--- config.mk ---
export PLATFORM = sky130hd
export DESIGN_NAME = lane_object_motion
export DESIGN_NICKNAME = d
export VERILOG_FILES = /design/src/rtl/lane_object_motion.sv
export SDC_FILE = /design/constraint.sdc
export NUM_CORES = 1
export LEC_CHECK = 0
export ABC_AREA = 1
export BUFFER_PORTS_ARGS = -buffer_cell sky130_fd_sc_hd__buf_2
export CORE_ASPECT_RATIO = 1.5
export CORE_MARGIN = 4
export CORE_UTILIZATION = 40
export DETAILED_ROUTE_END_ITERATION = 10
export GPL_ROUTABILITY_DRIVEN = 1
export PLACE_DENSITY = 0.64
export SLEW_MARGIN = 10
export SYNTH_ARGS = -nofsm -noshare
export SYNTH_HDL_FRONTEND = slang
export SYNTH_SLANG_ARGS = --single-unit
--- constraint.sdc ---
create_clock -name Clk -period 2.4 [get_ports Clk]
set_input_delay 0.12 -clock Clk [delete_from_list [all_inputs] [get_ports Clk]]
set_output_delay 0.12 -clock Clk [all_outputs]
set_load 0.005 [all_outputs]
--- src/rtl/lane_object_motion.sv ---
// ---------------------------------------------------------------------------------------------
// lane_object_motion
//
// Motion engine for a single lane sprite (car or lilypad). The X position advances once per
// video frame and wraps around horizontally. The geometry buses feed color_mapper directly.
// The position is held while the object is idle or paused. The speed can be changed at runtime
// through a valid/ready handshake.
//
// Optional build macro: LANE_OBJECT_MOTION_DIVIDER_EN
//   When this macro is defined, the module gains a FRAME_DIV parameter and a 4-bit frame
//   counter. A position update then happens only on every (FRAME_DIV+1)th tick in RUN.
//
// Ports:
//   Clk          in   system clock
//   Reset        in   asynchronous active-low reset
//   frame_clk    in   vertical-sync-rate clock, asynchronous to Clk
//   Start        in   level, IDLE -> RUN
//   Pause        in   level, RUN <-> HOLD
//   Restart      in   pulse, back to IDLE with ObjX = START_X
//   Speed_valid  in   new speed offered
//   Speed[3:0]   in   offered speed in pixels per step
//   Speed_ready  out  a new speed can be accepted
//   ObjX[10:0]   out  top-left X, two's complement modulo 2048
//   ObjY[10:0]   out  constant LANE_Y
//   Obj_Width    out  constant WIDTH
//   Obj_Height   out  constant HEIGHT
//   Step         out  one-cycle pulse when a position update is applied
//   Wrapped      out  one-cycle pulse, coincident with Step, when that update wrapped
// ---------------------------------------------------------------------------------------------
module lane_object_motion #(
   parameter logic [10:0] START_X       = 11'd0,
   parameter logic [10:0] LANE_Y        = 11'd240,
   parameter logic [10:0] WIDTH         = 11'd64,
   parameter logic [10:0] HEIGHT        = 11'd32,
   parameter logic [10:0] SCREEN_W      = 11'd640,
   parameter bit          DIR_LEFT      = 1'b0,
   parameter logic [3:0]  DEFAULT_SPEED = 4'd2
`ifdef LANE_OBJECT_MOTION_DIVIDER_EN
   ,
   parameter logic [3:0]  FRAME_DIV     = 4'd1
`endif
) (
   input  logic        Clk,
   input  logic        Reset,
   input  logic        frame_clk,
   input  logic        Start,
   input  logic        Pause,
   input  logic        Restart,
   input  logic        Speed_valid,
   input  logic [3:0]  Speed,
   output logic        Speed_ready,
   output logic [10:0] ObjX,
   output logic [10:0] ObjY,
   output logic [10:0] Obj_Width,
   output logic [10:0] Obj_Height,
   output logic        Step,
   output logic        Wrapped
);

   // 2048 - WIDTH: the sprite sits fully off-screen to the left.
   localparam logic [10:0] NEG_WIDTH = 11'd0 - WIDTH;

   typedef enum logic [1:0] {StIdle, StRun, StHold} state_e;

   state_e      r_state;
   logic        r_fs1, r_fs2, r_fs3, r_tick;
   logic [10:0] r_obj_x;
   logic [3:0]  r_speed;
   logic [3:0]  r_pend_speed;
   logic        r_pend_vld;
   logic        r_step;
   logic        r_wrapped;

   logic        w_xfer;
   logic        w_div_hit;
   logic [3:0]  w_eff_speed;
   logic [10:0] w_nx;
   logic        w_wrap;
   logic [10:0] w_new_x;

   // The frame_clk input passes through two synchronizer flops. A third flop provides the
   // previous value for rising-edge detection. The tick is registered, so it is high for
   // exactly one cycle, 3 Clk edges after the frame_clk rise.
   always_ff @(posedge Clk or negedge Reset) begin
      if (!Reset) begin
         r_fs1  <= 1'b0;
         r_fs2  <= 1'b0;
         r_fs3  <= 1'b0;
         r_tick <= 1'b0;
      end else begin
         r_fs1  <= frame_clk;
         r_fs2  <= r_fs1;
         r_fs3  <= r_fs2;
         r_tick <= r_fs2 & ~r_fs3;
      end
   end

   // A transfer can only happen while no speed is pending.
   assign w_xfer = Speed_valid & ~r_pend_vld;

   // A pending speed takes effect ahead of the position math of the tick that applies it.
   assign w_eff_speed = r_pend_vld ? r_pend_speed : r_speed;

`ifdef LANE_OBJECT_MOTION_DIVIDER_EN
   logic [3:0] r_div_cnt;
   assign w_div_hit = (r_div_cnt == FRAME_DIV);
`else
   assign w_div_hit = 1'b1;
`endif

   always_comb begin
      w_wrap = 1'b0;
      if (DIR_LEFT) begin
         w_nx = r_obj_x - {7'd0, w_eff_speed};
         if ((w_eff_speed != 4'd0) && ($signed(w_nx) <= $signed(NEG_WIDTH))) begin
            w_wrap = 1'b1;
         end
      end else begin
         w_nx = r_obj_x + {7'd0, w_eff_speed};
         // Values at or above 1024 are the negative (partially visible) region. They are
         // not treated as past the right edge.
         if ((w_eff_speed != 4'd0) && (w_nx >= SCREEN_W) && (w_nx < 11'd1024)) begin
            w_wrap = 1'b1;
         end
      end
      if (w_wrap) begin
         w_new_x = DIR_LEFT ? SCREEN_W : NEG_WIDTH;
      end else begin
         w_new_x = w_nx;
      end
   end

   always_ff @(posedge Clk or negedge Reset) begin
      if (!Reset) begin
         r_state      <= StIdle;
         r_obj_x      <= START_X;
         r_speed      <= DEFAULT_SPEED;
         r_pend_speed <= 4'd0;
         r_pend_vld   <= 1'b0;
         r_step       <= 1'b0;
         r_wrapped    <= 1'b0;
`ifdef LANE_OBJECT_MOTION_DIVIDER_EN
         r_div_cnt    <= 4'd0;
`endif
      end else begin
         r_step    <= 1'b0;
         r_wrapped <= 1'b0;
         if (Restart) begin
            // Restart overrides Start, Pause and tick in the same cycle.
            r_state    <= StIdle;
            r_obj_x    <= START_X;
            r_pend_vld <= 1'b0;
`ifdef LANE_OBJECT_MOTION_DIVIDER_EN
            r_div_cnt  <= 4'd0;
`endif
         end else begin
            if (w_xfer) begin
               r_pend_vld   <= 1'b1;
               r_pend_speed <= Speed;
            end
            case (r_state)
               StIdle: begin
                  if (Start) begin
                     r_state <= StRun;
                  end
               end
               StRun: begin
                  if (Pause) begin
                     // A tick that arrives together with Pause is dropped.
                     r_state <= StHold;
                  end else if (r_tick) begin
`ifdef LANE_OBJECT_MOTION_DIVIDER_EN
                     r_div_cnt <= w_div_hit ? 4'd0 : r_div_cnt + 4'd1;
`endif
                     if (w_div_hit) begin
                        r_obj_x   <= w_new_x;
                        r_step    <= 1'b1;
                        r_wrapped <= w_wrap;
                        // w_xfer is 0 whenever r_pend_vld is 1, so this cannot conflict
                        // with the latch above.
                        if (r_pend_vld) begin
                           r_speed    <= r_pend_speed;
                           r_pend_vld <= 1'b0;
                        end
                     end
                  end
               end
               StHold: begin
                  if (!Pause) begin
                     r_state <= StRun;
                  end
               end
               default: r_state <= StIdle;
            endcase
         end
      end
   end

   assign Speed_ready = ~r_pend_vld;
   assign ObjX        = r_obj_x;
   assign ObjY        = LANE_Y;
   assign Obj_Width   = WIDTH;
   assign Obj_Height  = HEIGHT;
   assign Step        = r_step;
   assign Wrapped     = r_wrapped;

endmodule

== Word level (Yosys, flattened, before mapping) ==
Index checks and enable logic that the tools add are counted.

* $add $sub $neg: 1
* Order comparisons: 2
* Equal/unequal tests: 6
* Muxes and demuxes: 26
* Bitwise gates (word level): 6
* Reduce and logical (&&, ||, !) cells: 10

{| class="wikitable"
|+ Operator list
! operator !! number
|-
| 2-to-1 mux 11 bit || 5
|-
| 2-to-1 mux 1 bit || 15
|-
| adder 11 x 4 -> 11 bit || 1
|-
| >= comparator 11 x 10 -> 1 bit (second input constant) || 1
|-
| less-than comparator 11 bit (second input constant) || 1
|-
| inequality test 3 bit (second input constant) || 3
|-
| 2-to-1 mux 2 bit || 4
|-
| case mux 2 bit (3 select lines) || 1
|-
| AND reduction 3 bit || 2
|-
| 2-to-1 mux 4 bit || 1
|-
| inverter 1 bit || 4
|-
| AND reduction 4 bit || 1
|-
| nonzero test 2 bit || 2
|-
| nonzero test 4 bit || 1
|-
| bitwise AND 1 bit || 2
|-
| equality test 2 x 1 -> 1 bit (second input constant) || 1
|-
| equality test 2 bit (second input constant) || 1
|-
| logical AND 1 bit || 2
|-
| zero test 2 bit || 1
|-
| inequality test 2 x 1 -> 1 bit (second input constant) || 1
|-
| AND reduction 2 bit || 1
|}

* Bits in registers: 28
* Input port bits: 11
* Output and inout port bits: 47
* Logic and storage cells: 62

== Depth between registers and ports, before layout ==
* Depth after elaboration: 11
* Gate-level depth with buffers: 18
* Gate-level depth less buffers: 18

== Least setup slack after synthesis ==
No wires, ideal clock.

* Path kind: flip-flop to flip-flop
* Start: register r_pend_vld
* End: register r_obj_x[5] (netlist: ObjX[5])
* Library setup time: 117 ps
* Arrival time: 1908 ps
* Data required time: 2283 ps
* Path slack: 375 ps
* Cell stages (with the launch flop): 15
* Buffers on the path: 0
* Period minus slack after synthesis: 2025 ps
* Cell sequence: dfrtp_1 > inv_2 > or2_1 > o21ai_0 > inv_1 > ha_1 > nand3_1 > nand2_2 > nand3_1 > o21ai_1 > nand2_1 > inv_2 > nand3_4 > nand2_1 > nand2_1

* Cells in the longest elaborated chain, start to end: 11
* Elaborated cells on any way between the ends: 13
* Classes of those cells: add/sub: 1; order compare: 2; mux: 7; reduce/logical: 3

{| class="wikitable"
|+ RTL lines
! what !! line !! text
|-
| start: declaration || 70 || <nowiki>logic r_pend_vld;</nowiki>
|-
| start signal: assignment || 139 || <nowiki>r_pend_vld <= 1'b0;</nowiki>
|-
| start signal: assignment || 152 || <nowiki>r_pend_vld <= 1'b0;</nowiki>
|-
| start signal: assignment || 158 || <nowiki>r_pend_vld <= 1'b1;</nowiki>
|-
| 2-to-1 mux 4 bit (*) || -- ||
|-
| via w_eff_speed[2] || 76 || <nowiki>logic [3:0] w_eff_speed;</nowiki>
|-
| adder 11 x 4 -> 11 bit || 119 || <nowiki>w_nx = r_obj_x + {7'd0, w_eff_speed};</nowiki>
|-
| >= comparator 11 x 10 -> 1 bit || 122 || <nowiki>if ((w_eff_speed != 4'd0) && (w_nx >= SCREEN_W) && (w_nx < 11'd1024)) begin</nowiki>
|-
| logical AND 1 bit (2 in a row) || 122 ||
|-
| 2-to-1 mux 1 bit || 122 ||
|-
| 2-to-1 mux 11 bit (*) || 126 || <nowiki>if (w_wrap) begin</nowiki>
|-
| 2-to-1 mux 11 bit (*) || 171 || <nowiki>end else if (r_tick) begin</nowiki>
|-
| 2-to-1 mux 11 bit (*) || 168 || <nowiki>if (Pause) begin</nowiki>
|-
| 2-to-1 mux 11 bit (*) || 161 || <nowiki>case (r_state)</nowiki>
|-
| 2-to-1 mux 11 bit (*) || 148 || <nowiki>if (Restart) begin</nowiki>
|-
| end signal: assignment || 176 || <nowiki>r_obj_x <= w_new_x;</nowiki>
|-
| end: declaration || 67 || <nowiki>logic [10:0] r_obj_x;</nowiki>
|}

The timed path passes the listed nets; every way through them passes the cells marked *. The select of a mux whose other input is x is not followed.
A chain may end at the register's enable or synchronous reset.

== Worst setup path after layout ==
* Start: register r_pend_vld
* End: register r_obj_x[2] (netlist: ObjX[2])

Same word-level chain as after synthesis.

==> results.txt <==
Crit-path leading delay family: simple AND/OR/NAND/NOR gates
Yosys warns: 0
Worst EP arrival: 2.38 ns
Synth Register Bits: 28
WP buf/inv: 3
Compound-gate portion of the synthesized area: 6.81%
Post-detail-place hpwl: 2.76 mm
Post-Syn Area: 1780 µm²
Fin crit share: 92.2%
Antenna violations before repair: 0
Routed wire length: 3.56 mm
Area Growth Syn to Fin: 11.0%
Final hold vios: 0
Worst path most repeated cell: nand2_1
Slew margin rel.: 59.3%
Worst setup SP type: flip-flop
Nets: 276
Crit path max fanout: 7
Peak supply drop: 0.385 mV
Simple logic cell fraction of the synthesized area: 25.5%
Pwr/cell area: 639 nW/µm²
Clk root buf: clkbuf_8
Xor and xnor area share after synthesis: 0.982%
H-Tree Depth: 1
Total CTS buffers: 3
Mux share of post-synthesis cell area: 2.53%
Distinct cells, synth: 33
Die area: 5610 µm²
CP max stage cell: dfrtp_1
Worst path cell trace: inv_2 > or2_1 > o21ai_2 > inv_1 > ha_4 > nand3_1 > nand2_2 > nand3_2 > o21ai_1 > nand2_1 > inv_2 > nand3_4 > nand2_1 > nand2_1
Tmin final: 2.21 ns
Total Routing Usage GR: 13.3%
CTS Buffer Depth: 2
Die H: 89.8 µm
Post-route ant nets: 0
First-pass GRT wire length: 6.15 mm
Most frequent cells in the layout: nand2_1 (63), conb_1 (33), dfrtp_1 (27)
Setup TNS: 0 ns
Most common cell after layout, fill and taps aside: nand2_1
Share of cells above drive strength 1: 21.6%
Final setup vio count: 0
Fmax achieved: 452 MHz
1st-pass router iterations: 4
Skew final: 0.00921 ns
Largest net degree at the start of global routing: 29
Worst-skew pair later-pin latency: 0.28 ns
Seq. cell area: 702 µm²
Pre-CTS setup slack: 0.0649 ns
Worst-path clk slew: 0.10 ns
Syn Inst Count: 230
Remaining DRCs: 0
Number of vias per cell: 4.70
Fin. max-slew vios: 0
Grt total ovfl: 0
Multi-input gate area: 881 µm²
Ant. Diodes: 0
Fillcell total: 429
Max-cap violation count: 0
Core area: 4280 µm²
Via count: 1434
Worst hold margin: 0.0730 ns
Die Wd: 62.5 µm
Clk sinks: 28
Cells after DPL: 296
Slowest stage delay, CP: 0.45 ns
IO Count: 58
Kind of critical path: reg -> reg
Leak: 1.10 nW
Post-Syn Area per Cell: 7.75 µm²
Port bufs: 24
Slew of the pin with the lowest slew margin: 0.610 ns
Post-Synth Adder-Cell Area: 3.93%
Vias in the first global route: 1348
Nature of the critical path endpoint: flip-flop
Initial drt markers: 19
Status: completed
Sequential cell area fraction in the yosys report: 39.4%
Hold Path Class: in -> reg
GP Congestion: 0.851
Initial Util: 41.6%
WP data required: 2.57 ns
Row count: 29
Largest family of logic cells by synthesized area: simple AND/OR/NAND/NOR gates
Final core area utilization: 46.2%
CTS tree: done
Final std cells w/o fill: 305
Worst Setup Slack, final: 0.186 ns
WL/cell: 11.7 µm
worst paths after layout:
check | from | slack, ns | endpoint | cells past startpoint
setup / recovery | r_pend_vld | 0.19 | ObjX[2] | 14
hold / removal | Pause | 0.07 | r_state[0] | 2
setup reg to reg | r_pend_vld | 0.19 | ObjX[2] | 14
hold reg to reg | r_fs1 | 0.37 | r_fs2 | 0
max in group asynchronous | Reset | 1.61 | ObjX[5] | 2
min in group asynchronous | Reset | 0.38 | r_state[0] | 2
metrics by stage:
step | cell area [µm²] | power [mW]
2_1_floorplan | 1900 | 0.817
3_3_place_gp | 1820 | 0.849
3_5_place_dp | 1820 | 0.851
4_1_cts | 1910 | 1.22
5_1_grt | 1980 | 1.35
6_report | 1980 | 1.26
cells in the mapped netlist:
| cell | n | area share [%] |
|---|---|---|
| o22ai_1 | 3 | 1.1 |
| clkinv_1 | 1 | 0.21 |
| nand4_1 | 1 | 0.35 |
| buf_2 | 1 | 0.28 |
| o21bai_1 | 1 | 0.42 |
| nor2_1 | 14 | 2.9 |
| xnor2_1 | 1 | 0.49 |
| o21ai_1 | 1 | 0.28 |
| nor2_2 | 1 | 0.35 |
| xor2_1 | 1 | 0.49 |
| dfstp_2 | 1 | 1.5 |
| inv_2 | 4 | 0.84 |
| inv_1 | 23 | 4.8 |
| nand2_1 | 64 | 13 |
| buf_4 | 34 | 14 |
| or2_1 | 2 | 0.70 |
| or2_2 | 1 | 0.35 |
| nor3_1 | 2 | 0.56 |
| mux2_2 | 4 | 2.5 |
| nand3_1 | 13 | 3.6 |
| a21oi_1 | 4 | 1.1 |
| conb_1 | 2 | 0.42 |
| ha_1 | 4 | 2.8 |
| dfrtp_1 | 27 | 38 |
| nand4_2 | 1 | 0.70 |
| o21ai_0 | 10 | 2.8 |
| fa_1 | 1 | 1.1 |
| a31oi_1 | 2 | 0.70 |
| o21a_1 | 1 | 0.42 |
| and2_1 | 1 | 0.35 |
| nand3_4 | 1 | 0.98 |
| and3_1 | 1 | 0.35 |
| nand2_2 | 2 | 0.70 |
area by class of cell:
cell class                      instances  area share, %
Timing Repair Buffer                   29           8.22
Clock inverter                          1           1.52
Clock buffer                            3           2.09
Multi-Input combinational cell        170           44.5
Inverter                               28           5.31
Sequential cell                        28           35.5
Tap cell                               46           2.91
per-layer routing:
metal | GRT usage [%] | up-vias | share of wire [%]
met2 | 24.4 | 43 | 52
met4 | 6.26 | 0 | 2.2
met5 | 0 | - | 0
met1 | 14.7 | 670 | 40
li1 | - | 714 | -
met3 | 2.00 | 7 | 5.2
cell families (layout without fill, tap and decap cells):
family,count (synthesis),count (layout)
xor gates and xnor gates,2,2
muxes,4,4
buffers and inverters,63,61
and+or+nand+nor,104,104
adders and majority gates,5,5
DFF,28,28
other,2,33
AOI/OAI and AO/OA,22,22
state kept, by name, summed over array words and instances (netlist names):
name          count
Step              1
r_fs1             1
ObjX             11
r_pend_vld        1
r_pend_speed      4
r_tick            1
r_speed           4
r_state           2
r_fs2             1
Wrapped           1
r_fs3             1
power breakdown:
part	internal, mW	switching [mW]	total [mW]
sequential	0.540	0.0400	0.580
clock	0.223	0.148	0.372
combinational	0.130	0.182	0.312
total	0.893	0.370	1.26
repair_timing:
| item | in CTS | in global routing |
|---|---|---|
| hold endpoints to repair | 28 | 0 |
| hold buffers | 2 | 0 |
| setup buffers | 0 | 3 |
| gates resized for setup | 0 | 14 |
| setup endpoints to repair | 0 | 11 |
Power figures use the tool's default switching activity.
